===== config.mk =====
export PLATFORM = sky130hd
export DESIGN_NAME = imem_fetch_ctrl
export DESIGN_NICKNAME = d
export VERILOG_FILES = /design/src/rtl/imem_fetch_pkg.sv /design/src/rtl/imem_wait_cnt.sv /design/src/rtl/imem_fetch_ctrl.sv
export SDC_FILE = /design/constraint.sdc
export NUM_CORES = 1
export LEC_CHECK = 0
export CAP_MARGIN = 30
export CORE_ASPECT_RATIO = 0.9
export CORE_MARGIN = 2
export CORE_UTILIZATION = 38
export DETAILED_ROUTE_END_ITERATION = 8
export PLACE_DENSITY = 0.95
export SETUP_SLACK_MARGIN = 0.1
export SYNTH_ARGS = -nofsm -noshare
export SYNTH_HDL_FRONTEND = slang
export SYNTH_SLANG_ARGS = --single-unit

===== constraint.sdc =====
create_clock -name i_clk -period 5.9 [get_ports i_clk]
set_input_delay 0.59 -clock i_clk [delete_from_list [all_inputs] [get_ports i_clk]]
set_output_delay 0.59 -clock i_clk [all_outputs]
set_load 0.02 [all_outputs]

===== src/rtl/imem_fetch_pkg.sv =====
// Shared types and constants for the instruction-fetch sequencer.
// Optional feature macro: IMEM_FETCH_ALIGN_CHECK_EN (see imem_fetch_ctrl).
package imem_fetch_pkg;

  typedef enum logic [1:0] {
    FETCH = 2'd0,
    VALID = 2'd1,
    FAULT = 2'd2
  } fetch_state_t;

  localparam int unsigned INSTR_BYTES = 4;

  // Wide enough for WAIT_CYCLES up to 15
  localparam int unsigned WAIT_CNT_W = 4;

endpackage


===== src/rtl/imem_wait_cnt.sv =====
// Wait counter for the IM access latency. Counts down from WAIT_CYCLES-1 while
// enabled and pulses o_done in the cycle the IM data is to be sampled.
module imem_wait_cnt
  import imem_fetch_pkg::*;
#(
  parameter int unsigned WAIT_CYCLES = 1
) (
  input  logic i_clk,
  input  logic i_rst,
  input  logic i_en,
  input  logic i_clr,
  output logic o_done
);

  localparam logic [WAIT_CNT_W-1:0] LOAD = WAIT_CNT_W'(WAIT_CYCLES - 1);

  logic [WAIT_CNT_W-1:0] cnt;

  // Remaining-cycles form of the wait: LOAD here is equivalent to an up-count of 0
  always_ff @(posedge i_clk or posedge i_rst) begin
    if (i_rst) begin
      cnt <= LOAD;
    end else if (i_clr) begin
      cnt <= LOAD;
    end else if (i_en) begin
      cnt <= (cnt == '0) ? LOAD : cnt - 1'b1;
    end
  end

  assign o_done = i_en && !i_clr && (cnt == '0);

endmodule


===== src/rtl/imem_fetch_ctrl.sv =====
// Instruction-fetch sequencer: owns the PC, drives the IM address, waits
// WAIT_CYCLES for IM data, registers the word and offers it to decode over a
// valid/ready handshake. Execute may redirect the PC at any time.
// Optional feature macro: IMEM_FETCH_ALIGN_CHECK_EN -- a misaligned redirect
// raises a sticky o_fault and parks the sequencer until reset. Without it the
// target's low two bits are ignored.
module imem_fetch_ctrl
  import imem_fetch_pkg::*;
#(
  parameter int unsigned MEM_BYTES   = 256,
  parameter int unsigned RESET_PC    = 0,
  parameter int unsigned WAIT_CYCLES = 1
) (
  input  logic        i_clk,
  input  logic        i_rst,
  input  logic        i_redirect,
  input  logic [31:0] i_target,
  output logic [31:0] o_im_addr,
  input  logic [31:0] i_im_instr,
  output logic [31:0] o_instr,
  output logic [31:0] o_pc,
  output logic        o_valid,
  input  logic        i_ready,
  output logic        o_fault
);

  localparam int unsigned AW = $clog2(MEM_BYTES);

  fetch_state_t  state;
  logic [AW-1:0] pc;
  logic [AW-1:0] opc;
  logic [AW-1:0] redirect_pc;
  logic          fault_req;
  logic          wait_clr;
  logic          wait_done;
  logic          unused_target_bits;

  // Target reduced modulo MEM_BYTES and forced to a word boundary
  assign redirect_pc = {i_target[AW-1:2], 2'b00};
  assign unused_target_bits = ^{i_target[31:AW], i_target[1:0]};

`ifdef IMEM_FETCH_ALIGN_CHECK_EN
  assign fault_req = i_redirect && (i_target[1:0] != 2'b00);
`else
  assign fault_req = 1'b0;
`endif

  assign wait_clr  = i_redirect && (state != FAULT);
  assign o_im_addr = {{(32 - AW){1'b0}}, pc};
  assign o_pc      = {{(32 - AW){1'b0}}, opc};

  imem_wait_cnt #(
    .WAIT_CYCLES(WAIT_CYCLES)
  ) u_wait_cnt (
    .i_clk  (i_clk),
    .i_rst  (i_rst),
    .i_en   (state == FETCH),
    .i_clr  (wait_clr),
    .o_done (wait_done)
  );

  // Fetch FSM with PC and output registers; redirect outranks capture and handshake
  always_ff @(posedge i_clk or posedge i_rst) begin
    if (i_rst) begin
      state   <= FETCH;
      pc      <= AW'(RESET_PC);
      opc     <= '0;
      o_instr <= '0;
      o_valid <= 1'b0;
    end else begin
      case (state)
        FETCH, VALID: begin
          if (fault_req) begin
            o_valid <= 1'b0;
            state   <= FAULT;
          end else if (i_redirect) begin
            pc      <= redirect_pc;
            o_valid <= 1'b0;
            state   <= FETCH;
          end else if (state == FETCH) begin
            if (wait_done) begin
              o_instr <= i_im_instr;
              opc     <= pc;
              o_valid <= 1'b1;
              pc      <= pc + AW'(INSTR_BYTES);
              state   <= VALID;
            end
          end else if (i_ready) begin
            o_valid <= 1'b0;
            state   <= FETCH;
          end
        end
        FAULT: begin
          o_valid <= 1'b0;
        end
        default: begin
          o_valid <= 1'b0;
          state   <= FETCH;
        end
      endcase
    end
  end

`ifdef IMEM_FETCH_ALIGN_CHECK_EN
  // Sticky fault flag, set by the first misaligned redirect
  always_ff @(posedge i_clk or posedge i_rst) begin
    if (i_rst) begin
      o_fault <= 1'b0;
    end else if ((state != FAULT) && fault_req) begin
      o_fault <= 1'b1;
    end
  end
`else
  assign o_fault = 1'b0;
`endif

endmodule

-- Word-level counts from Yosys, hierarchy flattened
Cells that the tools add are included.
- bits of input ports: 68
- word-level logic and storage cells: 45
- register bits after elaboration: 55
- output and inout bits: 98
- reductions and logical operators: 14
- muxes and demuxes: 16
- bitwise logic cells: 2
- add/sub/neg operators: 2
- eq/ne operators: 5
- operators by type and width (kind ; number):
    8-bit two-way mux ; 3
    4-bit two-way mux ; 3
    8-bit by 3-bit adder with 8-bit output (second input constant) ; 1
    2-bit two-way mux ; 4
    3-bit AND reduction ; 2
    2-bit nonzero test ; 3
    1-bit two-way mux ; 5
    4-bit logical NOT ; 1
    4-bit by 3-bit != test with 1-bit output (second input constant) ; 1
    4-bit != test (second input constant) ; 1
    2-bit case mux with 2 select lines ; 1
    4-bit AND reduction ; 1
    4-bit by 1-bit subtractor with 4-bit output (second input constant) ; 1
    1-bit logical AND ; 3
    2-bit by 1-bit == test with 1-bit output (second input constant) ; 1
    2-bit == test (second input constant) ; 1
    2-bit logical NOT ; 1
    2-bit != test (second input constant) ; 1
    1-bit NOT ; 2
    2-bit AND reduction ; 1
    2-bit OR reduction ; 1
    1-bit logical NOT ; 1

-- Depth between registers and ports, before layout
- word-level depth: 9
- depth in mapped cells: 7
- gate-level depth less buffers: 5

-- Hierarchy
Synthesis repeated with hierarchy kept, for this count alone.
- cells, all modules: 204
- area, all modules: 2596.2 sq um
- modules (own cells, without submodules) (module ; instances ; cells each ; sequential area each (sq um) ; area each (sq um)):
    imem_fetch_ctrl ; 1 ; 178 ; 1126.1 ; 2322.2
    imem_wait_cnt ; 1 ; 26 ; 100.1 ; 274.0

-- Least setup slack after synthesis
OpenSTA, ideal clock, no wires.
- kind: register to register
- start: register u_wait_cnt.cnt[0]
- end: register o_instr[10]
- setup slack: 3.937 ns
- clock period less this slack: 1.963 ns
- buffers on the path: 2
- library setup time: 0.125 ns
- required time: 5.775 ns
- stages on the path, launching flop included: 8
- data arrival time: 1.838 ns
- cells stage by stage: dfrtp_1 > inv_1 > ha_1 > or4b_4 > nor2_1 > buf_4 > buf_6 > mux2_2
- cells in the longest elaborated chain, start to end: 3
- ends and longest elaborated chain (what ; line ; source):
    start: declaration ; imem_wait_cnt.sv:17 ; logic [WAIT_CNT_W-1:0] cnt;
    start signal: assignment ; imem_wait_cnt.sv:26 ; cnt <= (cnt == '0) ? LOAD : cnt - 1'b1;
    4-bit logical NOT ; imem_wait_cnt.sv:30 ; assign o_done = i_en && !i_clr && (cnt == '0);
    1-bit logical AND ; imem_wait_cnt.sv:30 ;
    4-bit AND reduction (no source line) ; -- ;
    end signal: assignment ; imem_fetch_ctrl.sv:82 ; o_instr <= i_im_instr;
    end: declaration ; imem_fetch_ctrl.sv:20 ; output logic [31:0] o_instr,
Every way passes these cells.
A chain may end at the register's enable or synchronous reset.

-- Worst setup path in the final report
- start: register u_wait_cnt.cnt[0]
- end: register o_instr[29]
The elaborated chain is that of the path after synthesis.

==> flow_summary.yaml <==
outcome:
  outcome: "finished clean"
sta:
  hold_viol_final: 0
  clock_skew_ns: 0.005640
  tns_ns: 0
  fmax_mhz: 432.1
  finalCritPeriodShare: 0.3923
  min_period_ns: 2.314
  setup_viol: 0
  max_slew_margin: 0.5136
  rsz0062_at_grt: "no"
  holdWs_ns: 0.5084
  tightestPinTransition_ns: 0.7273
  drv_slew: 0
layout:
  fin_nets: 361
  drive_gt1_frac: 0.1649
  area_growth_pct: 34.36
  stdcell_count: 378
  n_antenna_cell: 0
  nFillCells: 540
floorplan:
  fp-row-count: 27
  die_h_um: 80.14
  io_pins: 166
  fp.dieArea_sq_um: 7100
  initial_utilization: 0.3959
  die_x_um: 88.60
  core_area_sq_um: 6182
global_routing:
  grt_use_total: 0.1284
  met1_usage: 0.1591
  use_met2: 0.2173
  antenna_found_initial: 0
  grt-busiest-layer: "met2"
  grt_pass1_vias: 1546
  grt_pass1_wl_mm: 7.127
  met3_usage: 0.04625
  grt_max_degree: 32
  grt_overflow: 0
synthesis:
  ys_seq_area_frac: 0.5010
  synthesis.area_sq_um: 2447
  ys_warn_count: 0
  synthCells: 203
  synth_area_per_cell_sq_um: 12.06
  synth_cell_types: 29
  synth-seq-cells: 49
worst_setup_path:
  cp.arrival_ns: 2.49
  path_cells: "inv_1 > ha_1 > or4b_4 > nor2_4 > buf_12 > mux2_2"
  endpoint_kind: "register"
  start_kind: "register"
  cp_data_required_time_ns: 6.07
  crit_fanout: 30
  cpPeakStageDelay_ns: 0.57
  crit_type: "register to register"
  reg2regPathDepth: 6
  crit_slowest_cell: "or4b_4"
route:
  drt-initial-drc-count: 19
  drtPass1Iterations: 4
  vias_per_cell: 4.280
  drc_errors: 0
  wl_per_cell_um: 12.48
  wirelength_mm: 4.717
  postRouteAntennaNets: 0
  vias: 1618
min_path:
  min_path_cells: 1
  worstHoldPathType: "register to register"
clock_tree:
  postCtsSetupRepairBufs: 0
  cts_resized: 0
  clock_latency_ns: 0.29
  clock-sinks: 49
  cts_root_buf: "clkbuf_8"
  cts_tree: "done"
  cts_buffers: 5
  path_clk_slew_ns: 0.08
  cts-hold-fix-buffers: 0
  clk_path_buf_depth: 2
  cts_max_level: 2
placement:
  portBuffers: 86
  dp_hpwl_mm: 3.616
  gp_congestion: 0.7774
  place_inst: 370
power_and_ir_drop:
  switching_share: 0.3730
  p_clk_frac: 0.109
  p_comb_frac: 0.541
  vdd_ir_drop_max_mv: 0.3129
  p_int_mw: 1.058
  p_leak_nw: 1.432
  switchingPower_mw: 0.6292
  pwr-share-seq: 0.350
  powerDensity_nw_per_um2: 513.0
run:
  cap_violations: 0
state kept, by name (all words and copies together), names as in the netlist:
signal	cells
u_wait_cnt.cnt	4
pc	6
opc	6
state	1
o_instr	32
cells in the mapped netlist:
| cell type | n | area share |
|---|---|---|
| a211o_1 | 1 | 0.0036 |
| a21oi_1 | 4 | 0.0082 |
| a22oi_1 | 1 | 0.0031 |
| a311oi_1 | 1 | 0.0036 |
| buf_2 | 1 | 0.0020 |
| buf_4 | 54 | 0.17 |
| buf_6 | 3 | 0.014 |
| clkbuf_1 | 2 | 0.0031 |
| conb_1 | 1 | 0.0015 |
| dfrtp_1 | 49 | 0.50 |
| ha_1 | 3 | 0.015 |
| inv_1 | 5 | 0.0077 |
| mux2_2 | 38 | 0.17 |
| mux2i_1 | 2 | 0.0082 |
| nand2_1 | 8 | 0.012 |
| nand2b_1 | 1 | 0.0026 |
| nand3_1 | 5 | 0.010 |
| nor2_1 | 4 | 0.0061 |
| nor2b_1 | 3 | 0.0077 |
| nor3b_1 | 1 | 0.0031 |
| nor4_1 | 1 | 0.0026 |
| nor4b_1 | 1 | 0.0036 |
| o21ai_0 | 5 | 0.010 |
| or2b_1 | 1 | 0.0031 |
| or3_1 | 3 | 0.0077 |
| or4_1 | 2 | 0.0061 |
| or4b_1 | 1 | 0.0041 |
| or4b_4 | 1 | 0.0056 |
| xor2_1 | 1 | 0.0036 |
cells by family after synthesis:
| logic type | after synthesis | share of synthesized area |
|---|---|---|
| buffers and inverters | 65 | 0.1922 |
| XOR/XNOR | 1 | 0.003579 |
| AND/OR/NAND/NOR | 32 | 0.07464 |
| multiplexers | 40 | 0.1830 |
| AO/OA/AOI/OAI | 12 | 0.02863 |
| flip-flops | 49 | 0.5010 |
| adder cells (fa/ha/maj) | 3 | 0.01534 |
| other | 1 | 0.001532 |
worst max-delay path, delay by kind of cell, from the launching register on:
kind,cells,cell delay [ns]
simple gates,2,0.89
flops,1,0.41
mux,1,0.36
buf+inv,2,0.33
fa+ha+maj,1,0.18
final timing paths:
check / startpoint / slack (ns) / endpoint
hold / removal: o_instr[10] / 0.51 / o_instr[10]
min in group asynchronous: i_rst / 0.62 / o_instr[18]
hold reg to reg: o_instr[10] / 0.51 / o_instr[10]
setup reg to reg: u_wait_cnt.cnt[0] / 3.59 / o_instr[29]
max in group asynchronous: i_rst / 4.77 / o_instr[22]
setup / recovery: u_wait_cnt.cnt[0] / 3.59 / o_instr[29]
area by class of cell:
cell class	instances	area [sq um]	area share
Sequential cell	49	1226	0.3729
Tap cell	87	108.9	0.03310
Clock buffer	8	80.08	0.02435
Multi-Input combinational cell	141	953.4	0.2900
Timing Repair Buffer	88	900.9	0.2740
Inverter	5	18.77	0.005708
per-layer routing:
layer,vias to the layer above,part of all wire
met5,-,0
met4,0,0.0021
met3,2,0.10
met2,92,0.49
met1,772,0.41
li1,752,-
per-stage QoR:
| step | utilization | total power, mW | area, sq um | setup slack, ns |
|---|---|---|---|---|
| after floorplan | - | 1.153 | 2643 | 3.937 |
| after global placement | 0.5124 | 1.473 | 3168 | 2.936 |
| after detailed placement | 0.5189 | 1.520 | 3208 | 3.278 |
| after CTS | 0.5319 | 1.711 | 3288 | 3.578 |
| after global routing | 0.5319 | 1.794 | 3288 | 3.476 |
| final | 0.5319 | 1.687 | 3288 | 3.586 |
layout by cell type, fill, tap and decap left out, drive strengths merged, types with 2 or more instances in the layout:
master / instances
nor2b: 3
inv: 5
or4b: 2
clkbuf: 8
or3: 3
conb: 53
mux2: 38
nand2: 8
mux2i: 2
clkdlybuf4s50: 86
dfrtp: 49
o21ai: 5
a21oi: 4
buf: 2
or4: 2
nand3: 5
nor2: 4
ha: 3
power groups by stage:
stage,combinational (mW),sequential (mW),clock (mW)
CTS,0.923,0.593,0.195
global placement,0.888,0.585,0
global route,0.972,0.613,0.209
finish,0.912,0.590,0.184
detailed placement,0.920,0.600,0
floorplan,0.383,0.771,0
Power figures use the tool's default switching activity.
